### src/rtl/control_sequencer.sv
// SAW-BR control sequencer: six-state T-ring plus HALT, decoding the IR opcode into the control word.
// Optional JMP opcode (0011) is enabled by defining SAW_JMP_EN.
module control_sequencer (
  input  logic       clock,
  input  logic       clear,
  input  logic [3:0] instruction,
  output logic       pc_inc,
  output logic       pc_out,
  output logic       pc_load,
  output logic       mar_in,
  output logic       ram_out,
  output logic       ir_in,
  output logic       ir_out,
  output logic       acc_in,
  output logic       acc_out,
  output logic       b_in,
  output logic       alu_out,
  output logic       sub,
  output logic       out_in,
  output logic       halted,
  output logic [5:0] t_state
);

  typedef enum logic [2:0] {
    T1   = 3'd0,
    T2   = 3'd1,
    T3   = 3'd2,
    T4   = 3'd3,
    T5   = 3'd4,
    T6   = 3'd5,
    HALT = 3'd6
  } state_t;

  state_t state, next_state;

  // State register: clear forces T1 immediately.
  always_ff @(posedge clock or negedge clear) begin
    if (!clear) begin
      state <= T1;
    end else begin
      state <= next_state;
    end
  end

  // Next-state ring; HLT leaves the ring at the end of T4.
  always_comb begin
    next_state = state;
    case (state)
      T1:      next_state = T2;
      T2:      next_state = T3;
      T3:      next_state = T4;
      T4:      next_state = (instruction == 4'b1111) ? HALT : T5;
      T5:      next_state = T6;
      T6:      next_state = T1;
      HALT:    next_state = HALT;
      default: next_state = T1;
    endcase
  end

  // Control word decode, gated by clear so no pulse survives an asynchronous abort.
  always_comb begin
    pc_inc  = 1'b0;
    pc_out  = 1'b0;
    pc_load = 1'b0;
    mar_in  = 1'b0;
    ram_out = 1'b0;
    ir_in   = 1'b0;
    ir_out  = 1'b0;
    acc_in  = 1'b0;
    acc_out = 1'b0;
    b_in    = 1'b0;
    alu_out = 1'b0;
    sub     = 1'b0;
    out_in  = 1'b0;
    halted  = 1'b0;
    t_state = 6'b000001;
    if (clear) begin
      case (state)
        T1: begin
          t_state = 6'b000001;
          pc_out  = 1'b1;
          mar_in  = 1'b1;
        end
        T2: begin
          t_state = 6'b000010;
          pc_inc  = 1'b1;
        end
        T3: begin
          t_state = 6'b000100;
          ram_out = 1'b1;
          ir_in   = 1'b1;
        end
        T4: begin
          t_state = 6'b001000;
          case (instruction)
            4'b0000, 4'b0001, 4'b0010: begin
              ir_out = 1'b1;
              mar_in = 1'b1;
            end
            4'b1110: begin
              acc_out = 1'b1;
              out_in  = 1'b1;
            end
`ifdef SAW_JMP_EN
            4'b0011: begin
              ir_out  = 1'b1;
              pc_load = 1'b1;
            end
`endif
            default: begin
              ir_out = 1'b0;
            end
          endcase
        end
        T5: begin
          t_state = 6'b010000;
          case (instruction)
            4'b0000: begin
              ram_out = 1'b1;
              acc_in  = 1'b1;
            end
            4'b0001: begin
              ram_out = 1'b1;
              b_in    = 1'b1;
            end
            4'b0010: begin
              ram_out = 1'b1;
              b_in    = 1'b1;
              sub     = 1'b1;
            end
            default: begin
              ram_out = 1'b0;
            end
          endcase
        end
        T6: begin
          t_state = 6'b100000;
          case (instruction)
            4'b0001: begin
              alu_out = 1'b1;
              acc_in  = 1'b1;
            end
            4'b0010: begin
              alu_out = 1'b1;
              acc_in  = 1'b1;
              sub     = 1'b1;
            end
            default: begin
              alu_out = 1'b0;
            end
          endcase
        end
        HALT: begin
          t_state = 6'b000000;
          halted  = 1'b1;
        end
        default: begin
          t_state = 6'b000000;
        end
      endcase
    end else begin
      t_state = 6'b000001;
    end
  end

endmodule
### config.mk
export PLATFORM = sky130hd
export DESIGN_NAME = control_sequencer
export DESIGN_NICKNAME = d
export VERILOG_FILES = /design/src/rtl/control_sequencer.sv
export SDC_FILE = /design/constraint.sdc
export NUM_CORES = 1
export LEC_CHECK = 0
export BUFFER_PORTS_ARGS = -buffer_cell sky130_fd_sc_hd__buf_2
export CAP_MARGIN = 10
export CELL_PAD_IN_SITES_DETAIL_PLACEMENT = 1
export CELL_PAD_IN_SITES_GLOBAL_PLACEMENT = 2
export CORE_AREA = 2 2 50 52
export CTS_CLUSTER_SIZE = 20
export DETAILED_ROUTE_END_ITERATION = 16
export DIE_AREA = 0 0 52 54
export GPL_TIMING_DRIVEN = 1
export PLACE_DENSITY_LB_ADDON = 0.1
export SLEW_MARGIN = 0
export SYNTH_ARGS = -nofsm -noshare
export SYNTH_HDL_FRONTEND = slang
export SYNTH_SLANG_ARGS = --single-unit
### constraint.sdc
create_clock -name clock -period 1.51 [get_ports clock]
set_input_delay 0.3775 -clock clock [delete_from_list [all_inputs] [get_ports clock]]
set_output_delay 0.3775 -clock clock [all_outputs]
set_load 0.02 [all_outputs]
==> results of run 1 <==
## power groups by stage
stage | Combinational, W | Sequential, W | Clock [W]
6_report | 0.00113 | 0.000174 | 0.000136
5_1_grt | 0.00122 | 0.000177 | 0.000152
4_1_cts | 0.00110 | 0.000172 | 0.000144
3_5_place_dp | 0.000667 | 0.000162 | 0
3_3_place_gp | 0.000669 | 0.000160 | 0
2_1_floorplan | 0.000450 | 0.000147 | 0
## per-stage QoR
step	area (um^2)	setup WS, ns	TNS, ns	hold slack [ns]	instances
floorplan	390	-0.191	-0.767	0.0819	49
CTS	885	-0.380	-4.36	0.0647	122
finish	905	-0.364	-4.10	0.0698	122
global route	905	-0.425	-5.41	0.0641	122
detailed placement	599	-0.341	-1.64	0.301	110
global placement	599	-0.316	-1.66	0.299	110
## metal layers
metal	part of all wire	GRT usage	up-vias
met1	0.39	0.123	234
li1	-	-	249
met4	0	0.0263	0
met5	0	0	-
met3	0.024	0.0250	0
met2	0.58	0.217	7
## logic make-up after synthesis
logic type | after synthesis | share of synthesized area
AOI/OAI and AO/OA | 7 | 0.118
xor gates and xnor gates | 1 | 0.0250
buffers and inverters | 7 | 0.114
DFF | 3 | 0.214
muxes | 1 | 0.0321
other | 1 | 0.0107
and+or+nand+nor | 29 | 0.486
## critical path: cells and delay by family, from the launching register on
family	cells	cell delay, ns
AND/OR/NAND/NOR	2	0.76
flip-flops	1	0.37
buffers and inverters	1	0.14
## worst max-delay path by stage
stage                          to            from  slack [ns]  depth (start not counted)
final                     alu_out        state[1]       -0.36                          3
after global routing      alu_out        state[2]       -0.43                          4
after CTS                 alu_out        state[1]       -0.38                          3
after detailed placement  alu_out  instruction[2]       -0.34                          4
after global placement    alu_out  instruction[2]       -0.32                          4
after floorplan           alu_out        state[1]       -0.19                          3
## cell type report
type	instances	area, um^2	area share
Clock buffer	4	26.3	0.0290
Inverter	2	10.0	0.0111
Multi-Input combinational cell	39	380	0.420
Sequential cell	3	76.3	0.0844
Tap cell	30	37.5	0.0415
Timing Repair Buffer	44	374	0.414
## timing repair
action / 4_1_cts / 5_1_grt
hold buffers: 0 / 0
endpoints found under the setup margin: 19 / 19
buffers inserted: 7 / 0
gates cloned: 1 / 0
gates resized for setup: 60 / 4
pin swaps: 6 / 1
## cells in the final DEF, fill, tap and decap left out, types with 2 or more instances in the layout
cell type	n
a21oi_1	2
buf_2	5
buf_4	24
buf_6	15
clkbuf_4	3
dfrtp_1	2
nand2_1	2
nand2b_4	2
nor2_4	8
nor3b_4	2
==> impl_table.tex, run 1 <==
\begin{tabular}{lr}
\hline
Metric & Value \\
\hline
\multicolumn{2}{l}{\textbf{Run status}} \\
Status & complete, but fails checks \\
Violations in the final reports & negative setup slack \\
\multicolumn{2}{l}{\textbf{Floorplan}} \\
Starting density of the core & 0.151 \\
DIE WIDTH & 52 um \\
Area inside the core boundary & 2320 um\^{}2 \\
Die area & 2810 um\^{}2 \\
Num ports & 26 \\
Row cnt & 18 \\
Die height & 54 um \\
\multicolumn{2}{l}{\textbf{Cells and area}} \\
Final core utilization & 0.390 \\
Number of filler cells placed in the layout & 272 \\
Final \#Nets & 99 \\
Biggest registers after layout & state (3) \\
Max FFs per register & 3 \\
Most flop-heavy register & state \\
Growth of design area from synthesis to finish & 158\% \\
Number of inserted diodes & 0 \\
Ratio of cells with drive above 1 in the final layout & 0.793 \\
\multicolumn{2}{l}{\textbf{Place}} \\
Number of buffer cells added on primary ports & 24 \\
Routability congestion estimate from global placement & 0.678 \\
Total half-perimeter wirelength after legalization and detailed placement & 1.01 mm \\
\multicolumn{2}{l}{\textbf{Timing}} \\
Final setup viols & 19 \\
Unrepaired setup endpoints after global routing & yes \\
Final Hold Vio Count & 0 \\
Final number of max-transition violations & 0 \\
Clock skew after layout & 0.00128 ns \\
Maximum clock frequency & 534 MHz \\
Min Clock Period, post-route & 1.87 ns \\
Period utilization & 1.24 \\
Slack of the critical path & -0.364 ns \\
\multicolumn{2}{l}{\textbf{Power}} \\
Switching part of the total power & 0.455 \\
Power, Total & 0.00144 W \\
Power spent charging and discharging nets & 0.000658 W \\
Ratio of total power to cell area & 1600 nW/um\^{}2 \\
Leakage component of the power & 0.401 nW \\
Combinational power share & 0.785 \\
Internal Dissipation & 0.000787 W \\
Share of power burned in the clock network & 0.094 \\
Max rail drop VDD & 756 uV \\
Flop pwr share & 0.121 \\
\multicolumn{2}{l}{\textbf{Global routing}} \\
Global-route wire length before repair & 2.32 mm \\
Maximum number of pins on one net before global-route repair & 9 \\
Global Route Usage Sum & 0.112 \\
Total gr overflow & 0 \\
Initial antenna violation count & 0 \\
Via count of the first global-routing pass & 542 \\
\multicolumn{2}{l}{\textbf{Synthesis}} \\
Post-Synthesis Net Count & 55 \\
Synth warn & 0 \\
Number of enable-type register cells in the synthesized netlist & 0 \\
Flops \& latches, synth & 3 \\
Post-synth top flop & dfrtp\_1 \\
Post-synth top area share & 0.214 \\
Sequential fraction of the synthesis area & 0.214 \\
Most frequent cell after synthesis & nor2\_1 \\
Synthesized instance count & 49 \\
Biggest area contributors in the synthesized netlist & dfrtp\_1 (21\%), nor2\_1 (9.6\%), nor3b\_2 (7.1\%), buf\_4 (6.4\%), a21oi\_1 (5.7\%) \\
Top cells by instance count after synthesis & nor2\_1 (9), a21oi\_1 (4) \\
Count of different cell masters after synthesis & 25 \\
Avg Cell Area, Syn & 7.15 um\^{}2 \\
Dominant cell type by area after synthesis & dfrtp\_1 \\
Share of flip-flops with an asynchronous set or reset & 1.00 \\
Cell area after technology mapping & 350 um\^{}2 \\
\multicolumn{2}{l}{\textbf{Min path}} \\
HP Class & in -> async \\
\multicolumn{2}{l}{\textbf{Worst setup path}} \\
Arrival time at the worst endpoint & 1.50 ns \\
Reg2Reg Launch Point & state[1] \\
Slowest library cell on the worst path & or4\_4 \\
Worst path max stage delay & 0.54 ns \\
Max FO, Critical Path & 4 \\
Kind of launch point of the worst setup path & flip-flop \\
Crit. End Element & output port \\
Cells traversed along the worst timing path & or4\_4, nor3b\_4, buf\_6 \\
Number of cell instances on the worst register-to-register path & 4 \\
Critical Path RT & 1.13 ns \\
Crit Path Class & reg -> out \\
Destination of the worst register-to-register timing path & state[2] \\
Reg2Reg Setup Slack & 0.31 ns \\
\multicolumn{2}{l}{\textbf{Clock tree}} \\
Number of clock sinks & 3 \\
Clock insertion delay at the later pin of the skew report & 0.23 ns \\
Cts bufs inserted & 3 \\
Maximum clock insertion buffer count & 2 \\
Clock root buffer & clkbuf\_4 \\
Clock Pin Slew Worst Setup and Hold Paths & 0.03 ns \\
Clock tree from TritonCTS & yes \\
H-tree Lvls & 1 \\
\multicolumn{2}{l}{\textbf{Detailed routing}} \\
Initial DRC count & 3 \\
Final antenna-violating net count & 0 \\
DRT Pass-1 Iters & 2 \\
DR WL/cell & 11.2 um \\
Average via count per standard cell & 4.02 \\
Total length of routed wires & 1.37 mm \\
Total via count after detailed routing & 490 \\
Residual DRC count & 0 \\
\multicolumn{2}{l}{\textbf{Job}} \\
Max-cap violation count & 0 \\
\hline
\end{tabular}
Note: power is estimated with default switching activity, not from simulation.
==> inputs of run 2 (changes only) <==
--- a/config.mk
+++ b/config.mk
@@ -14,7 +14,7 @@
 export DETAILED_ROUTE_END_ITERATION = 16
 export DIE_AREA = 0 0 52 54
 export GPL_TIMING_DRIVEN = 1
-export PLACE_DENSITY_LB_ADDON = 0.1
+export PLACE_DENSITY = 0.7
 export SLEW_MARGIN = 0
 export SYNTH_ARGS = -nofsm -noshare
 export SYNTH_HDL_FRONTEND = slang
==> run 2 against run 1 <==
Compared with the run above:
- the run still ends with negative setup slack left
- combinational power down 16%
- global-route usage down 2.1 points
- register-to-register slack better by 0.10 ns
- non-clock buffer count down 9
- routed wire length down 11%
- flip-flop and latch count unchanged
- cell count down 7.4%
- total power down 14%
- sequential share of layout area up 1.1 points
- sequential power down 9.8%
- clock skew about the same
- core utilization down 4.4 points
- highest routed layer unchanged
==> impl_table.tex, run 2 (synthesis gave the netlist of run 1 again) <==
\begin{tabular}{lr}
\hline
Metric & Value \\
\hline
\multicolumn{2}{l}{\textbf{Run status}} \\
Status & complete, but fails checks \\
Violations in the final reports & negative setup slack \\
\multicolumn{2}{l}{\textbf{Timing}} \\
Slack of the critical path & -0.357 ns (+0.00745 ns) \\
Period utilization & 1.24 (-0.00494) \\
Final number of max-transition violations & 0 (unchanged) \\
Clock skew after layout & 0.00102 ns (-0.000265 ns) \\
Final total negative setup slack & -3.22 ns (+0.881 ns) \\
Final Hold Vio Count & 0 (unchanged) \\
Min Clock Period, post-route & 1.87 ns (-0.00745 ns) \\
Final setup viols & 18 (-1) \\
Tightest hold margin & 0.0799 ns (+0.0102 ns) \\
Unrepaired setup endpoints after global routing & yes \\
Maximum clock frequency & 536 MHz (+0.40\%) \\
\multicolumn{2}{l}{\textbf{Clock tree}} \\
H-tree Lvls & 1 (unchanged) \\
Clock root buffer & clkbuf\_4 \\
Maximum clock insertion buffer count & 2 (unchanged) \\
Clock Pin Slew Worst Setup and Hold Paths & 0.04 ns (about the same) \\
Clock tree from TritonCTS & yes \\
Clock insertion delay at the later pin of the skew report & 0.23 ns (about the same) \\
Cts bufs inserted & 3 (unchanged) \\
Number of clock sinks & 3 (unchanged) \\
\multicolumn{2}{l}{\textbf{Power}} \\
Ratio of total power to cell area & 1550 nW/um\^{}2 (-2.8\%) \\
Leakage component of the power & 0.355 nW (-12\%) \\
Max rail drop VDD & 593 uV (-22\%) \\
\multicolumn{2}{l}{\textbf{Floorplan}} \\
Starting density of the core & 0.151 (unchanged) \\
Die area & 2810 um\^{}2 (unchanged) \\
Area inside the core boundary & 2320 um\^{}2 (unchanged) \\
Die height & 54 um (unchanged) \\
Num ports & 26 (unchanged) \\
DIE WIDTH & 52 um (unchanged) \\
Row cnt & 18 (unchanged) \\
\multicolumn{2}{l}{\textbf{Job}} \\
Max-cap violation count & 0 (unchanged) \\
\multicolumn{2}{l}{\textbf{Place}} \\
Placed cell count & 108 (-1.8\%) \\
Total half-perimeter wirelength after legalization and detailed placement & 940 um (-7.2\%) \\
Routability congestion estimate from global placement & 0.649 (-4.4\%) \\
Instance area after placement & 584 um\^{}2 (-2.5\%) \\
Number of buffer cells added on primary ports & 24 (unchanged) \\
\multicolumn{2}{l}{\textbf{Detailed routing}} \\
DRT Pass-1 Iters & 1 (-1) \\
Total via count after detailed routing & 460 (-6.1\%) \\
Initial DRC count & 0 (-3) \\
DR WL/cell & 10.7 um (-4.2\%) \\
Residual DRC count & 0 (unchanged) \\
Total length of routed wires & 1.21 mm (-11\%) \\
Average via count per standard cell & 4.07 (+1.4\%) \\
Final antenna-violating net count & 0 (unchanged) \\
\multicolumn{2}{l}{\textbf{Cells and area}} \\
Number of filler cells placed in the layout & 277 (+1.8\%) \\
Fin cells & 113 (-7.4\%) \\
Growth of design area from synthesis to finish & 129\% \\
Register area & 76.3 um\^{}2 (unchanged) \\
Top library cells by usage in the layout, fill and taps aside & buf\_4 (19), buf\_6 (11), buf\_2 (5) \\
Leading cell type in the layout, fill and taps excluded & buf\_4 \\
Ratio of cells with drive above 1 in the final layout & 0.747 (-0.0465) \\
Most flop-heavy register & state \\
Design area & 803 um\^{}2 (-11\%) \\
Biggest registers after layout & state (3) \\
Area occupied by multi-input gates & 357 um\^{}2 (-6.3\%) \\
Max FFs per register & 3 (unchanged) \\
Number of inserted diodes & 0 (unchanged) \\
Final \#Nets & 90 (-9.1\%) \\
\multicolumn{2}{l}{\textbf{Worst setup path}} \\
Cells traversed along the worst timing path & or4\_4, nor3b\_4, buf\_6 \\
Cell type group with the largest total delay on the critical path & simple AND/OR/NAND/NOR gates \\
Max FO, Critical Path & 4 (unchanged) \\
Worst Path Buf+Inv & 1 (unchanged) \\
Crit. End Element & output port \\
Kind of launch point of the worst setup path & flip-flop \\
Arrival time at the worst endpoint & 1.49 ns (about the same) \\
Slowest library cell on the worst path & or4\_4 \\
Critical Path RT & 1.13 ns (about the same) \\
Crit Path Class & reg -> out \\
Worst path max stage delay & 0.54 ns (about the same) \\
\multicolumn{2}{l}{\textbf{Global routing}} \\
Total gr overflow & 0 (unchanged) \\
Global-route wire length before repair & 1.95 mm (-16\%) \\
Global routing's busiest layer & met2 \\
Initial antenna violation count & 0 (unchanged) \\
Met1 GRT Util & 0.0944 (-0.0281) \\
GR met3 Demand/Resource & 0.0389 (+0.0139) \\
Maximum number of pins on one net before global-route repair & 10 (+1) \\
Met2 layer usage reported by global route & 0.173 (-0.0443) \\
Via count of the first global-routing pass & 489 (-9.8\%) \\
Global Route Usage Sum & 0.0910 (-0.0210) \\
\multicolumn{2}{l}{\textbf{Min path}} \\
HP Class & in -> async \\
\hline
\end{tabular}
[run 2: routing by layer]
| layer | share of wire | vias to the layer above |
|---|---|---|
| met1 | 0.39 | 215 |
| met4 | 0 | 0 |
| met2 | 0.56 | 13 |
| met3 | 0.049 | 0 |
| li1 | - | 232 |
| met5 | 0 | - |
[run 2: worst reg2reg max path: stages, from the launching register on]
cell	delay [ns]
dfrtp_1	0.36
buf_4	0.18
and2b_1	0.17
mux2_2	0.26
[run 2: path summary, 6_finish.rpt]
check / to / from / cells after the start / slack (ns)
hold reg to reg: state[0] / state[2] / 2 / 0.61
max in group asynchronous: state[0] / clear / 2 / 1.30
hold / removal: state[1] / clear / 2 / 0.08
setup / recovery: alu_out / state[1] / 3 / -0.36
min in group clock: state[1] / instruction[2] / 4 / 0.61
setup reg to reg: state[2] / state[1] / 3 / 0.41
[run 2: final cells by class]
| class | instances | share of cell area |
|---|---|---|
| multi-input cells | 39 | 0.444 |
| inverters | 2 | 0.0187 |
| repair buffers | 35 | 0.363 |
| flip-flops and latches | 3 | 0.0950 |
| well taps | 30 | 0.0467 |
| clock buffers | 4 | 0.0327 |
[run 2: timing repair]
item / 4_1_cts / 5_1_grt
buffers inserted: 0 / 1
hold buffers: 0 / 0
resized for setup: 43 / 11
setup endpoints to repair: 19 / 19
pin swaps: 2 / 1
[run 2: through the flow]
stage | total power (W) | setup WS, ns | utilization
after floorplan | 0.000596 | -0.191 | -
after global routing | 0.00134 | -0.398 | 0.346
after CTS | 0.00114 | -0.372 | 0.322
after global placement | 0.000784 | -0.321 | 0.252
final | 0.00125 | -0.357 | 0.346
after detailed placement | 0.000791 | -0.346 | 0.252
[run 2: report_power, final]
part | switching [W] | total, W | internal (W)
combinational | 0.000508 | 0.000952 | 0.000444
sequential | 0.0000339 | 0.000157 | 0.000123
clock | 0.0000382 | 0.000137 | 0.0000988
==> inputs of run 3 (changes only) <==
--- a/config.mk
+++ b/config.mk
@@ -7,14 +7,13 @@
 export LEC_CHECK = 0
 export BUFFER_PORTS_ARGS = -buffer_cell sky130_fd_sc_hd__buf_2
 export CAP_MARGIN = 10
-export CELL_PAD_IN_SITES_DETAIL_PLACEMENT = 1
-export CELL_PAD_IN_SITES_GLOBAL_PLACEMENT = 2
-export CORE_AREA = 2 2 50 52
+export CORE_AREA = 2 2 39 41
 export CTS_CLUSTER_SIZE = 20
 export DETAILED_ROUTE_END_ITERATION = 16
-export DIE_AREA = 0 0 52 54
+export DIE_AREA = 0 0 41 43
 export GPL_TIMING_DRIVEN = 1
-export PLACE_DENSITY = 0.7
+export PLACE_DENSITY = 0.59
+export RECOVER_POWER = 100
 export SLEW_MARGIN = 0
 export SYNTH_ARGS = -nofsm -noshare
 export SYNTH_HDL_FRONTEND = slang
==> run 3 against run 2 <==
Compared with the run above:
- the flow still finishes with violations (negative setup slack)
- worst hold slack improved by 0.025 ns
- clock-buffer cell count unchanged
- total power increased by 11%
- clock power grew 5%
- cell count fell by 6.2%
- sequential share of layout area decreased by 0.53 points
- critical path type unchanged
==> impl_table.tex, run 3 (synthesis gave the netlist of run 1 again) <==
\begin{tabular}{lr}
\hline
Metric & Value \\
\hline
\multicolumn{2}{l}{\textbf{Run status}} \\
Status & complete, but fails checks \\
Violations in the final reports & negative setup slack \\
\multicolumn{2}{l}{\textbf{Timing}} \\
Final number of max-transition violations & 0 (unchanged) \\
Maximum clock frequency & 527 MHz (-1.7\%) \\
Period utilization & 1.26 (+0.0215) \\
Unrepaired setup endpoints after global routing & yes \\
Final setup viols & 19 (+1) \\
Min Clock Period, post-route & 1.90 ns (+0.0325 ns) \\
Slack of the critical path & -0.389 ns (-0.0325 ns) \\
Clock skew after layout & 0.00447 ns (+0.00345 ns) \\
Final Hold Vio Count & 0 (unchanged) \\
Final total negative setup slack & -3.89 ns (-0.670 ns) \\
Tightest hold margin & 0.105 ns (+0.0248 ns) \\
\multicolumn{2}{l}{\textbf{Global routing}} \\
Via count of the first global-routing pass & 447 (-8.6\%) \\
Initial antenna violation count & 0 (unchanged) \\
Total gr overflow & 0 (unchanged) \\
Global-route wire length before repair & 1.70 mm (-12\%) \\
Global Route Usage Sum & 0.142 (+0.0508) \\
Maximum number of pins on one net before global-route repair & 10 (unchanged) \\
\multicolumn{2}{l}{\textbf{Floorplan}} \\
Die area & 1760 um\^{}2 (-37\%) \\
Row cnt & 14 (-4) \\
Area inside the core boundary & 1380 um\^{}2 (-40\%) \\
Starting density of the core & 0.253 (+0.102) \\
Num ports & 26 (unchanged) \\
DIE WIDTH & 41 um (-21\%) \\
Die height & 43 um (-20\%) \\
\multicolumn{2}{l}{\textbf{Cells and area}} \\
Top library cells by usage in the layout, fill and taps aside & buf\_4 (21), buf\_6 (16), nor2\_4 (5) \\
Biggest registers after layout & state (3) \\
Max FFs per register & 3 (unchanged) \\
Most flop-heavy register & state \\
Final \#Nets & 97 (+7.8\%) \\
Fin cells & 106 (-6.2\%) \\
Growth of design area from synthesis to finish & 143\% \\
Number of inserted diodes & 0 (unchanged) \\
Leading cell type in the layout, fill and taps excluded & buf\_4 \\
Ratio of cells with drive above 1 in the final layout & 0.778 (+0.0308) \\
\multicolumn{2}{l}{\textbf{Worst setup path}} \\
Destination of the worst register-to-register timing path & state[2] \\
Number of cell instances on the worst register-to-register path & 3 (unchanged) \\
Slowest library cell on the worst path & or4\_4 \\
Cells traversed along the worst timing path & or4\_4, nor3b\_4, buf\_6 \\
Worst path max stage delay & 0.55 ns (about the same) \\
Reg2Reg Setup Slack & 0.39 ns (-0.02 ns) \\
Crit Path Class & reg -> out \\
Kind of launch point of the worst setup path & flip-flop \\
Critical Path RT & 1.13 ns (about the same) \\
Arrival time at the worst endpoint & 1.52 ns (+0.03 ns) \\
Crit. End Element & output port \\
Max FO, Critical Path & 4 (unchanged) \\
Reg2Reg Launch Point & state[1] \\
\multicolumn{2}{l}{\textbf{Clock tree}} \\
H-tree Lvls & 1 (unchanged) \\
Clock root buffer & clkbuf\_4 \\
Cts bufs inserted & 3 (unchanged) \\
Clock tree from TritonCTS & yes \\
Clock Pin Slew Worst Setup and Hold Paths & 0.04 ns (about the same) \\
Number of clock sinks & 3 (unchanged) \\
Clock insertion delay at the later pin of the skew report & 0.24 ns (about the same) \\
Maximum clock insertion buffer count & 2 (unchanged) \\
\multicolumn{2}{l}{\textbf{Detailed routing}} \\
DRT Pass-1 Iters & 2 (+1) \\
Initial DRC count & 3 (+3) \\
DR WL/cell & 12.1 um (+13\%) \\
Final antenna-violating net count & 0 (unchanged) \\
Average via count per standard cell & 4.51 (+11\%) \\
Total via count after detailed routing & 478 (+3.9\%) \\
Total length of routed wires & 1.28 mm (+5.9\%) \\
Residual DRC count & 0 (unchanged) \\
\multicolumn{2}{l}{\textbf{Power}} \\
Max rail drop VDD & 917 uV (+55\%) \\
Ratio of total power to cell area & 1630 nW/um\^{}2 (+4.8\%) \\
Leakage component of the power & 0.386 nW (+8.8\%) \\
Power, Total & 0.00138 W (+11\%) \\
\multicolumn{2}{l}{\textbf{Place}} \\
Number of buffer cells added on primary ports & 24 (unchanged) \\
Placed cell count & 97 (-10\%) \\
Routability congestion estimate from global placement & 0.701 (+8.2\%) \\
Total half-perimeter wirelength after legalization and detailed placement & 781 um (-17\%) \\
Worst slack at placement & -0.322 ns (+0.0232 ns) \\
\multicolumn{2}{l}{\textbf{Min path}} \\
HP Class & in -> async \\
\multicolumn{2}{l}{\textbf{Job}} \\
Max-cap violation count & 0 (unchanged) \\
\hline
\end{tabular}
run 3: worst max-delay path by stage:
stage                     slack [ns]  cells after the start      startpoint      end
final                          -0.39                      3        state[1]  alu_out
after global placement         -0.30                      4  instruction[2]  alu_out
after CTS                      -0.39                      3        state[1]  alu_out
after detailed placement       -0.32                      4  instruction[2]  alu_out
after floorplan                -0.19                      3        state[1]  alu_out
after global routing           -0.46                      3        state[1]  alu_out
run 3: area by class of cell:
type                    count  area [um^2]
fillers                   124          533
repair buffers             42          362
multi-input cells          39          352
flip-flops and latches      3         76.3
clock buffers               4         26.3
well taps                  16         20.0
inverters                   2         15.0
run 3: what timing repair did:
action,CTS,global route
buffers inserted,2,3
setup endpoints to repair,19,19
pin swaps,2,4
gates resized for setup,45,16
hold buffers,0,0
run 3: power breakdown:
group,switching [W],leakage (nW),total (W),internal [W]
logic,0.000547,0.336,0.00108,0.000531
registers,0.0000388,0.0358,0.000162,0.000123
clock network,0.0000450,0.0150,0.000144,0.0000993
total,0.000630,0.386,0.00138,0.000753
run 3: metrics by stage:
step | util | area (um^2)
finish | 0.615 | 851
global route | 0.615 | 851
CTS | 0.557 | 771
detailed placement | 0.426 | 589
global placement | 0.426 | 589
floorplan | - | 390
run 3: routing by layer:
metal	vias up	part of all wire	global-route usage	wire length (um)
met2	14	0.54	0.206	687
met3	0	0.056	0.0681	72
met5	-	0	0	0
li1	246	-	-	-
met1	218	0.41	0.181	521
met4	0	0	0.0400	0
run 3: worst max-delay path: cells and delay by family (launching register included):
family	cells	cell delay, ns
buffers and inverters	1	0.14
and+or+nand+nor	2	0.77
DFF	1	0.38
